<file path="src/rtl/load_store_unit_pkg.sv">
`default_nettype none
// ============================================================================
//  Module      : load_store_unit_pkg
//  Description : Shared constants for the load/store unit: data width,
//                RISC-V load/store funct3 codes and LSU FSM state encodings.
//  Revision    : 1.0 - initial release
// ============================================================================
package load_store_unit_pkg;

    localparam int XLEN = 32;

    typedef logic [2:0] funct3_t;

    // Load/store width codes (funct3 field of LOAD/STORE opcodes)
    localparam funct3_t F3_B  = 3'b000;
    localparam funct3_t F3_H  = 3'b001;
    localparam funct3_t F3_W  = 3'b010;
    localparam funct3_t F3_BU = 3'b100;
    localparam funct3_t F3_HU = 3'b101;

    // LSU FSM state encodings
    localparam logic [2:0] S_IDLE = 3'd0;
    localparam logic [2:0] S_REQ  = 3'd1;
    localparam logic [2:0] S_WAIT = 3'd2;
    localparam logic [2:0] S_RESP = 3'd3;
    localparam logic [2:0] S_ERR  = 3'd4;

endpackage
`default_nettype wire

</file>
<file path="src/rtl/load_store_unit_if.sv">
`default_nettype none
// ============================================================================
//  Module      : load_store_unit_if
//  Description : Bundles the EX-side request, data-memory port and writeback
//                response signals of the load/store unit.
//                slave  : the LSU view (accepts requests, drives memory port)
//                master : the environment view (EX stage, memory, writeback)
//  Revision    : 1.0 - initial release
// ============================================================================
interface load_store_unit_if;
    import load_store_unit_pkg::*;

    // EX-stage request
    logic            req_valid;
    logic            req_ready;
    logic [XLEN-1:0] req_addr;
    logic [XLEN-1:0] req_wdata;
    logic            req_we;
    funct3_t         req_funct3;
    logic [4:0]      req_rd;

    // Data-memory port
    logic            mem_req;
    logic [XLEN-1:0] mem_addr;
    logic            mem_we;
    logic [3:0]      mem_be;
    logic [XLEN-1:0] mem_wdata;
    logic            mem_gnt;
    logic            mem_rvalid;
    logic [XLEN-1:0] mem_rdata;

    // Writeback response
    logic            rsp_valid;
    logic [XLEN-1:0] rsp_rdata;
    logic [4:0]      rsp_rd;
    logic            rsp_wb;
    logic            rsp_err;

    modport slave (
        input  req_valid, req_addr, req_wdata, req_we, req_funct3, req_rd,
        input  mem_gnt, mem_rvalid, mem_rdata,
        output req_ready,
        output mem_req, mem_addr, mem_we, mem_be, mem_wdata,
        output rsp_valid, rsp_rdata, rsp_rd, rsp_wb, rsp_err
    );

    modport master (
        output req_valid, req_addr, req_wdata, req_we, req_funct3, req_rd,
        output mem_gnt, mem_rvalid, mem_rdata,
        input  req_ready,
        input  mem_req, mem_addr, mem_we, mem_be, mem_wdata,
        input  rsp_valid, rsp_rdata, rsp_rd, rsp_wb, rsp_err
    );

endinterface
`default_nettype wire

</file>
<file path="src/rtl/load_store_unit_align.sv">
`default_nettype none
// ============================================================================
//  Module      : load_store_unit_align
//  Description : Purely combinational lane logic for the LSU.
//                Ports:
//                  i_addr_lo  [1:0]  byte offset within the word
//                  i_funct3   [2:0]  access width / signedness
//                  i_we              1 = store, 0 = load
//                  i_wdata    [31:0] raw store data
//                  i_rdata    [31:0] raw memory read word
//                  o_be       [3:0]  byte enables
//                  o_wdata    [31:0] lane-replicated store data
//                  o_ld_data  [31:0] lane-selected, extended load data
//                  o_misaligned      access crosses its natural alignment
//                  o_illegal         funct3 not valid for this direction
//  Revision    : 1.0 - initial release
// ============================================================================
module load_store_unit_align
    import load_store_unit_pkg::*;
(
    input  wire logic [1:0]      i_addr_lo,
    input  wire funct3_t         i_funct3,
    input  wire logic            i_we,
    input  wire logic [XLEN-1:0] i_wdata,
    input  wire logic [XLEN-1:0] i_rdata,
    output logic [3:0]           o_be,
    output logic [XLEN-1:0]      o_wdata,
    output logic [XLEN-1:0]      o_ld_data,
    output logic                 o_misaligned,
    output logic                 o_illegal
);

    // Addressed byte/halfword moved down to bit 0
    logic [15:0] w_lane;

    always_comb begin
        w_lane       = 16'(i_rdata >> {i_addr_lo, 3'b000});
        o_be         = 4'b0000;
        o_wdata      = '0;
        o_ld_data    = '0;
        o_misaligned = 1'b0;

        // Stores only have B/H/W; loads additionally have BU/HU
        if (i_we) begin
            o_illegal = i_funct3[2] || (i_funct3[1:0] == 2'b11);
        end else begin
            o_illegal = (i_funct3 inside {3'b011, 3'b110, 3'b111});
        end

        // funct3[1:0] gives the size; funct3[2] selects zero-extension
        case (i_funct3[1:0])
            2'b00: begin
                o_be      = 4'b0001 << i_addr_lo;
                o_wdata   = {4{i_wdata[7:0]}};
                o_ld_data = i_funct3[2] ? {24'b0, w_lane[7:0]}
                                        : {{24{w_lane[7]}}, w_lane[7:0]};
            end
            2'b01: begin
                o_misaligned = i_addr_lo[0];
                o_be         = 4'b0011 << {i_addr_lo[1], 1'b0};
                o_wdata      = {2{i_wdata[15:0]}};
                o_ld_data    = i_funct3[2] ? {16'b0, w_lane}
                                           : {{16{w_lane[15]}}, w_lane};
            end
            2'b10: begin
                o_misaligned = (i_addr_lo != 2'b00);
                o_be         = 4'b1111;
                o_wdata      = i_wdata;
                o_ld_data    = i_rdata;
            end
            default: begin
                o_be = 4'b0000;
            end
        endcase
    end

endmodule
`default_nettype wire

</file>
<file path="src/rtl/load_store_unit.sv">
`default_nettype none
// ============================================================================
//  Module      : load_store_unit
//  Description : Memory stage of the RISC-V core. Accepts one load/store at a
//                time from EX, issues it on a req/gnt/rvalid data-memory port
//                and returns a one-cycle response to writeback. Misaligned or
//                illegal ops are answered with rsp_err without touching memory;
//                a watchdog aborts ops stuck in REQ/WAIT.
//                Ports:
//                  clk    rising-edge clock
//                  rst_n  asynchronous active-low reset
//                  bus    load_store_unit_if.slave (req_*, mem_*, rsp_*)
//                Parameters:
//                  TIMEOUT    cycles in REQ+WAIT before abort; 0 disables
//                  TIMEOUT_W  watchdog counter width, must hold TIMEOUT
//  Revision    : 1.0 - initial release
// ============================================================================
module load_store_unit
    import load_store_unit_pkg::*;
#(
    parameter int TIMEOUT   = 255,
    parameter int TIMEOUT_W = 8
)(
    input  wire logic         clk,
    input  wire logic         rst_n,
    load_store_unit_if.slave  bus
);

    localparam logic [TIMEOUT_W-1:0] c_wdog_last =
        TIMEOUT_W'((TIMEOUT > 0) ? (TIMEOUT - 1) : 0);

    logic [2:0]           r_state;
    logic [XLEN-1:0]      r_addr;
    logic [XLEN-1:0]      r_wdata;
    logic [XLEN-1:0]      r_rdata;
    logic                 r_we;
    funct3_t              r_funct3;
    logic [4:0]           r_rd;
    logic [TIMEOUT_W-1:0] r_wdog;

    logic                 w_in_idle;
    logic                 w_in_req;
    logic                 w_in_resp;
    logic                 w_in_err;
    logic                 w_timeout;
    logic [1:0]           w_al_addr;
    funct3_t              w_al_funct3;
    logic                 w_al_we;
    logic [3:0]           w_be;
    logic [XLEN-1:0]      w_wdata_rep;
    logic [XLEN-1:0]      w_ld_data;
    logic                 w_misaligned;
    logic                 w_illegal;

    assign w_in_idle = (r_state == S_IDLE);
    assign w_in_req  = (r_state == S_REQ);
    assign w_in_resp = (r_state == S_RESP);
    assign w_in_err  = (r_state == S_ERR);

    // In IDLE the aligner checks the incoming op so an error can be decided
    // at accept; afterwards it works from the registered op.
    assign w_al_addr   = w_in_idle ? bus.req_addr[1:0] : r_addr[1:0];
    assign w_al_funct3 = w_in_idle ? bus.req_funct3    : r_funct3;
    assign w_al_we     = w_in_idle ? bus.req_we        : r_we;

    load_store_unit_align u_align (
        .i_addr_lo    (w_al_addr),
        .i_funct3     (w_al_funct3),
        .i_we         (w_al_we),
        .i_wdata      (r_wdata),
        .i_rdata      (bus.mem_rdata),
        .o_be         (w_be),
        .o_wdata      (w_wdata_rep),
        .o_ld_data    (w_ld_data),
        .o_misaligned (w_misaligned),
        .o_illegal    (w_illegal)
    );

    assign w_timeout = (TIMEOUT != 0) && (r_wdog == c_wdog_last);

    // A handshake arriving on the watchdog's final cycle still wins: the
    // memory has already committed to the access.
    always_ff @(posedge clk or negedge rst_n) begin
        if (!rst_n) begin
            r_state  <= S_IDLE;
            r_addr   <= '0;
            r_wdata  <= '0;
            r_rdata  <= '0;
            r_we     <= 1'b0;
            r_funct3 <= '0;
            r_rd     <= '0;
            r_wdog   <= '0;
        end else begin
            case (r_state)
                S_IDLE: begin
                    r_wdog <= '0;
                    if (bus.req_valid) begin
                        r_addr   <= bus.req_addr;
                        r_wdata  <= bus.req_wdata;
                        r_we     <= bus.req_we;
                        r_funct3 <= bus.req_funct3;
                        r_rd     <= bus.req_rd;
                        r_state  <= (w_misaligned || w_illegal) ? S_ERR : S_REQ;
                    end
                end
                S_REQ: begin
                    r_wdog <= r_wdog + 1'b1;
                    if (bus.mem_gnt) begin
                        r_state <= r_we ? S_RESP : S_WAIT;
                    end else if (w_timeout) begin
                        r_state <= S_ERR;
                    end
                end
                S_WAIT: begin
                    r_wdog <= r_wdog + 1'b1;
                    if (bus.mem_rvalid) begin
                        r_rdata <= w_ld_data;
                        r_state <= S_RESP;
                    end else if (w_timeout) begin
                        r_state <= S_ERR;
                    end
                end
                S_RESP, S_ERR: begin
                    r_state <= S_IDLE;
                end
                default: begin
                    r_state <= S_IDLE;
                end
            endcase
        end
    end

    assign bus.req_ready = w_in_idle;

    // Memory port is quiet outside REQ
    assign bus.mem_req   = w_in_req;
    assign bus.mem_addr  = w_in_req ? {r_addr[XLEN-1:2], 2'b00} : '0;
    assign bus.mem_we    = w_in_req && r_we;
    assign bus.mem_be    = w_in_req ? w_be : 4'b0000;
    assign bus.mem_wdata = (w_in_req && r_we) ? w_wdata_rep : '0;

    // Response fields are zero outside the single response cycle
    assign bus.rsp_valid = w_in_resp || w_in_err;
    assign bus.rsp_rdata = (w_in_resp && !r_we) ? r_rdata : '0;
    assign bus.rsp_rd    = bus.rsp_valid ? r_rd : 5'd0;
    assign bus.rsp_wb    = w_in_resp && !r_we && (r_rd != 5'd0);
    assign bus.rsp_err   = w_in_err;

endmodule
`default_nettype wire

</file>
<file path="src/flat_wrapper.sv">
// flat-port wrapper written by rule: the top's interface ports become plain ports
module load_store_unit_flat import load_store_unit_pkg::*;
#(
    parameter int TIMEOUT   = 255,
    parameter int TIMEOUT_W = 8
)
  (clk, rst_n, bus_req_valid, bus_req_addr, bus_req_wdata, bus_req_we, bus_req_funct3, bus_req_rd, bus_mem_gnt, bus_mem_rvalid, bus_mem_rdata, bus_req_ready, bus_mem_req, bus_mem_addr, bus_mem_we, bus_mem_be, bus_mem_wdata, bus_rsp_valid, bus_rsp_rdata, bus_rsp_rd, bus_rsp_wb, bus_rsp_err);
  load_store_unit_if bus_i ();
  input  wire logic clk;
  input  wire logic rst_n;
  input wire logic [$bits(bus_i.req_valid)-1:0] bus_req_valid;
  input wire logic [$bits(bus_i.req_addr)-1:0] bus_req_addr;
  input wire logic [$bits(bus_i.req_wdata)-1:0] bus_req_wdata;
  input wire logic [$bits(bus_i.req_we)-1:0] bus_req_we;
  input wire logic [$bits(bus_i.req_funct3)-1:0] bus_req_funct3;
  input wire logic [$bits(bus_i.req_rd)-1:0] bus_req_rd;
  input wire logic [$bits(bus_i.mem_gnt)-1:0] bus_mem_gnt;
  input wire logic [$bits(bus_i.mem_rvalid)-1:0] bus_mem_rvalid;
  input wire logic [$bits(bus_i.mem_rdata)-1:0] bus_mem_rdata;
  output wire logic [$bits(bus_i.req_ready)-1:0] bus_req_ready;
  output wire logic [$bits(bus_i.mem_req)-1:0] bus_mem_req;
  output wire logic [$bits(bus_i.mem_addr)-1:0] bus_mem_addr;
  output wire logic [$bits(bus_i.mem_we)-1:0] bus_mem_we;
  output wire logic [$bits(bus_i.mem_be)-1:0] bus_mem_be;
  output wire logic [$bits(bus_i.mem_wdata)-1:0] bus_mem_wdata;
  output wire logic [$bits(bus_i.rsp_valid)-1:0] bus_rsp_valid;
  output wire logic [$bits(bus_i.rsp_rdata)-1:0] bus_rsp_rdata;
  output wire logic [$bits(bus_i.rsp_rd)-1:0] bus_rsp_rd;
  output wire logic [$bits(bus_i.rsp_wb)-1:0] bus_rsp_wb;
  output wire logic [$bits(bus_i.rsp_err)-1:0] bus_rsp_err;
  assign bus_i.req_valid = bus_req_valid;
  assign bus_i.req_addr = bus_req_addr;
  assign bus_i.req_wdata = bus_req_wdata;
  assign bus_i.req_we = bus_req_we;
  assign bus_i.req_funct3 = bus_req_funct3;
  assign bus_i.req_rd = bus_req_rd;
  assign bus_i.mem_gnt = bus_mem_gnt;
  assign bus_i.mem_rvalid = bus_mem_rvalid;
  assign bus_i.mem_rdata = bus_mem_rdata;
  assign bus_req_ready = bus_i.req_ready;
  assign bus_mem_req = bus_i.mem_req;
  assign bus_mem_addr = bus_i.mem_addr;
  assign bus_mem_we = bus_i.mem_we;
  assign bus_mem_be = bus_i.mem_be;
  assign bus_mem_wdata = bus_i.mem_wdata;
  assign bus_rsp_valid = bus_i.rsp_valid;
  assign bus_rsp_rdata = bus_i.rsp_rdata;
  assign bus_rsp_rd = bus_i.rsp_rd;
  assign bus_rsp_wb = bus_i.rsp_wb;
  assign bus_rsp_err = bus_i.rsp_err;
  load_store_unit #(.TIMEOUT(TIMEOUT), .TIMEOUT_W(TIMEOUT_W)) u_core (.clk(clk), .rst_n(rst_n), .bus(bus_i));
endmodule
</file>
<file path="config.mk">
export PLATFORM = sky130hd
export DESIGN_NAME = load_store_unit_flat
export DESIGN_NICKNAME = d
export VERILOG_FILES = /design/src/rtl/load_store_unit_pkg.sv /design/src/rtl/load_store_unit_if.sv /design/src/rtl/load_store_unit_align.sv /design/src/rtl/load_store_unit.sv /design/src/flat_wrapper.sv
export SDC_FILE = /design/constraint.sdc
export NUM_CORES = 1
export LEC_CHECK = 0
export CAP_MARGIN = 40
export CORE_MARGIN = 3
export CORE_UTILIZATION = 50
export CTS_CLUSTER_SIZE = 30
export DETAILED_ROUTE_END_ITERATION = 10
export PLACE_DENSITY = 0.91
export SYNTH_ARGS = -nofsm -noshare
export SYNTH_HDL_FRONTEND = slang
export SYNTH_SLANG_ARGS = --single-unit
</file>
<file path="constraint.sdc">
create_clock -name clk -period 6.7 [get_ports clk]
set_input_delay 1.34 -clock clk [delete_from_list [all_inputs] [get_ports clk]]
set_output_delay 1.34 -clock clk [all_outputs]
set_load 0.005 [all_outputs]
</file>
==> results.cfg <==
[run_status]
outcome = finished, final reports clean

[setup_path]
crit_chain = clkdlybuf4s50_1, mux2i_1, inv_1, ha_1, or2_2, nor2_1, nor2_1, and2_1, clkdlybuf4s50_1
required_ns = 5.36
critPathMaxStageDelay_ns = 0.53
cp_max_fo = 16
worstSetupPathType = input port to output pin
rr_startpoint = u_core.r_state[0]
critPathLaunchType = input port
crit_path_end_kind = output pin
slowest_stage = ha_1
arrival_ns = 4.03
cp-startpoint = bus_req_funct3[0]

[cts]
clockBufferDepth = 2
cts_made_buffers = 17
ctsHoldBuffers = 0
cts.sinks = 116
cts_setup_buffers = 0
cts.clk_slew.worst_paths_ns = 0.06
htree_num_levels = 4
cts_tree = done
clockRootBuffer = clkbuf_16
insertion_delay_ns = 0.42
post_cts_resized = 0

[sta]
tns_ns = 0
finalHoldViolCount = 0
rsz0062_at_grt = false
worstMarginPinSlew_ns = 0.729
slew_viol_final = 0
fin_crit_sh_pct = 80.2
timing.hold.ws_ns = 0.474
fmax_mhz = 186
slew_headroom_pct = 51.0
min_period_ns = 5.37
setup_viol = 0
fin_skew_ns = 0.00457

[power_and_ir_drop]
ir_worst_vdd_mv = 0.247
cellPowerDensity_nw_per_um2 = 435
p_leak_nw = 3.95

[logic_synthesis]
avgSynthCellArea_um2 = 10.1
synthDistinctLibCells = 56
synth-edff-count = 0
yosysWarnings = 0
syn-instance-count = 634
synth-seq-cells = 116
synth_seq_area_share_pct = 45.2
synthArstFlopShare_pct = 100
synthFlopType = dfrtp_1
netlist_area_um2 = 6420

[finish]
n_fill_cell = 740
nets = 952
drive_gt1_share_pct = 16.0
antennaDiodeCount = 0
fin_area_um2 = 9370
syn2layout_area_growth_pct = 46.0

[drt]
drt_wl_total_mm = 21.8
drt-pass1-iter-count = 5
drtIter0Drc = 578
detail_route.wl_per_cell_um = 21.4
via_per_inst = 5.97
num_vias = 6075
drtAntennaViolNets = 0
drc = 0

[grt]
track_usage_pct = 30.4
grt_pass1_wl_mm = 34.2
grt_max_degree = 64
antenna_found_initial = 0
gr-total-overflow = 0
grt_pass1_vias = 6186

[placement]
hpwlAfterDp_mm = 14.8
dpl_cell_area_um2 = 8770
port_buffers = 218
routabilityCongestion = 0.949

[min_path]
min_from = u_core.r_wdog[4]
hp-class = flop to flop

[floorplan]
pin_count = 221
die_y_um = 119
fp.dieW_um = 119
fp-row-count = 40
core_area_um2 = 12300
start_util_pct = 52.4
dieArea_um2 = 14200

[flow_run]
cap_violations = 0
## per-layer routing
layer	track usage (%)	part of all wire, %
met2	51.6	49
met1	36.2	37
met4	11.0	3.4
met3	9.83	9.9
met5	0	0
## final timing paths
| check | end | slack (ns) | depth (start not counted) |
|---|---|---|---|
| setup / recovery | bus_mem_wdata[2] | 1.33 | 9 |
| setup reg to reg | u_core.r_rdata[4] | 2.95 | 11 |
| hold / removal | u_core.r_wdog[4] | 0.47 | 1 |
| max in group asynchronous | u_core.r_wdata[5] | 4.76 | 3 |
| hold reg to reg | u_core.r_wdog[4] | 0.47 | 1 |
| min in group asynchronous | u_core.r_addr[8] | 0.88 | 1 |
## state kept, by name (all words and copies together), names as in the netlist
register,cells
u_core.r_addr,32
u_core.r_rdata,32
u_core.r_wdata,32
u_core.r_wdog,8
u_core.r_rd,5
u_core.r_funct3,3
u_core.r_state,3
u_core.r_we,1
## Yosys cell counts (2+ instances only)
cell type	number	area [um2]
nand2_1	57	214
nand3b_1	7	52.6
buf_2	13	65.1
o21bai_1	2	15.0
nand3_1	36	180
o21ai_0	13	65.1
inv_1	7	26.3
o21a_1	10	75.1
a21o_1	2	15.0
buf_4	3	22.5
mux4_2	2	45.0
nand4_1	3	18.8
a21oi_1	28	140
dfrtp_1	116	2900
a221oi_1	5	43.8
a31oi_1	4	25.0
o31ai_1	9	67.6
mux2_2	78	878
clkbuf_1	29	109
o22ai_1	3	18.8
nor2b_1	3	18.8
nor3_1	4	20.0
nor3b_1	2	15.0
ha_1	6	75.1
a22oi_1	23	173
nor2_1	25	93.8
buf_6	2	22.5
mux2i_1	16	160
or3_1	2	12.5
nand2b_1	5	31.3
and3_1	39	244
o211ai_1	9	67.6
and2_1	48	300
## kinds of logic (layout without fill, tap and decap cells)
| logic type | count (synthesis) | in the layout | synth area share [%] |
|---|---|---|---|
| mux | 97 | 97 | 17.1 |
| buf+inv | 56 | 270 | 3.94 |
| other cells | 1 | 2 | 0.0584 |
| xor+xnor | 1 | 1 | 0.136 |
| simple gates | 241 | 241 | 20.1 |
| compound gates | 116 | 116 | 12.3 |
| flops | 116 | 116 | 45.2 |
| fa+ha+maj | 6 | 6 | 1.17 |
## stage by stage
step	instances	utilization, %	power, mW	worst slack, ns
floorplan	635	-	2.39	2.71
global placement	981	70.7	2.94	1.55
detailed placement	985	71.5	3.07	1.46
CTS	1017	76.4	4.06	1.35
global route	1017	76.4	4.30	1.10
finish	1017	76.4	4.08	1.33
## cells in the final DEF, fill, tap and decap left out, types with 3 or more instances in the layout
cell and count:
mux2i_1 16, nor2_1 25, o21a_1 10, mux2_2 78, clkbuf_16 17, o31ai_1 9, a21oi_1 28, o22ai_1 3
nor2b_1 3, nand2b_1 5, bufinv_16 3, a221oi_1 5, a22oi_1 23, ha_1 6, dfrtp_1 116, buf_4 9
inv_6 3, o211ai_1 9, and2_1 47, nand3_1 36, nand3b_1 7, o21ai_0 13, and3_1 39, a31oi_1 4
nor3_1 4, nand2_1 57, clkinvlp_4 6, buf_16 3, clkdlybuf4s50_1 217, nand4_1 3, inv_1 7
## worst max-delay path: cells and delay by family
family	cells	cell delay, ns
buffers and inverters	3	1.14
adder cells (fa/ha/maj)	1	0.53
AND/OR/NAND/NOR	4	0.89
multiplexers	1	0.13
## final cells by class
cell class                 instances  area [um2]  area share (%)
clock inverter                    15         180            1.92
multi-input combinational        463        3290            35.1
sequential                       116        2900            31.0
timing repair buffer             230        2340            24.9
clock buffer                      17         425            4.54
tap                              168         210            2.24
inverter                           8        30.0           0.320
## power by group
group | total [mW] | switching, mW | internal [mW]
Clock | 0.937 | 0.351 | 0.586
Sequential | 1.30 | 0.269 | 1.03
Combinational | 1.84 | 0.929 | 0.910
No activity file was read; power rests on OpenSTA's default activity.
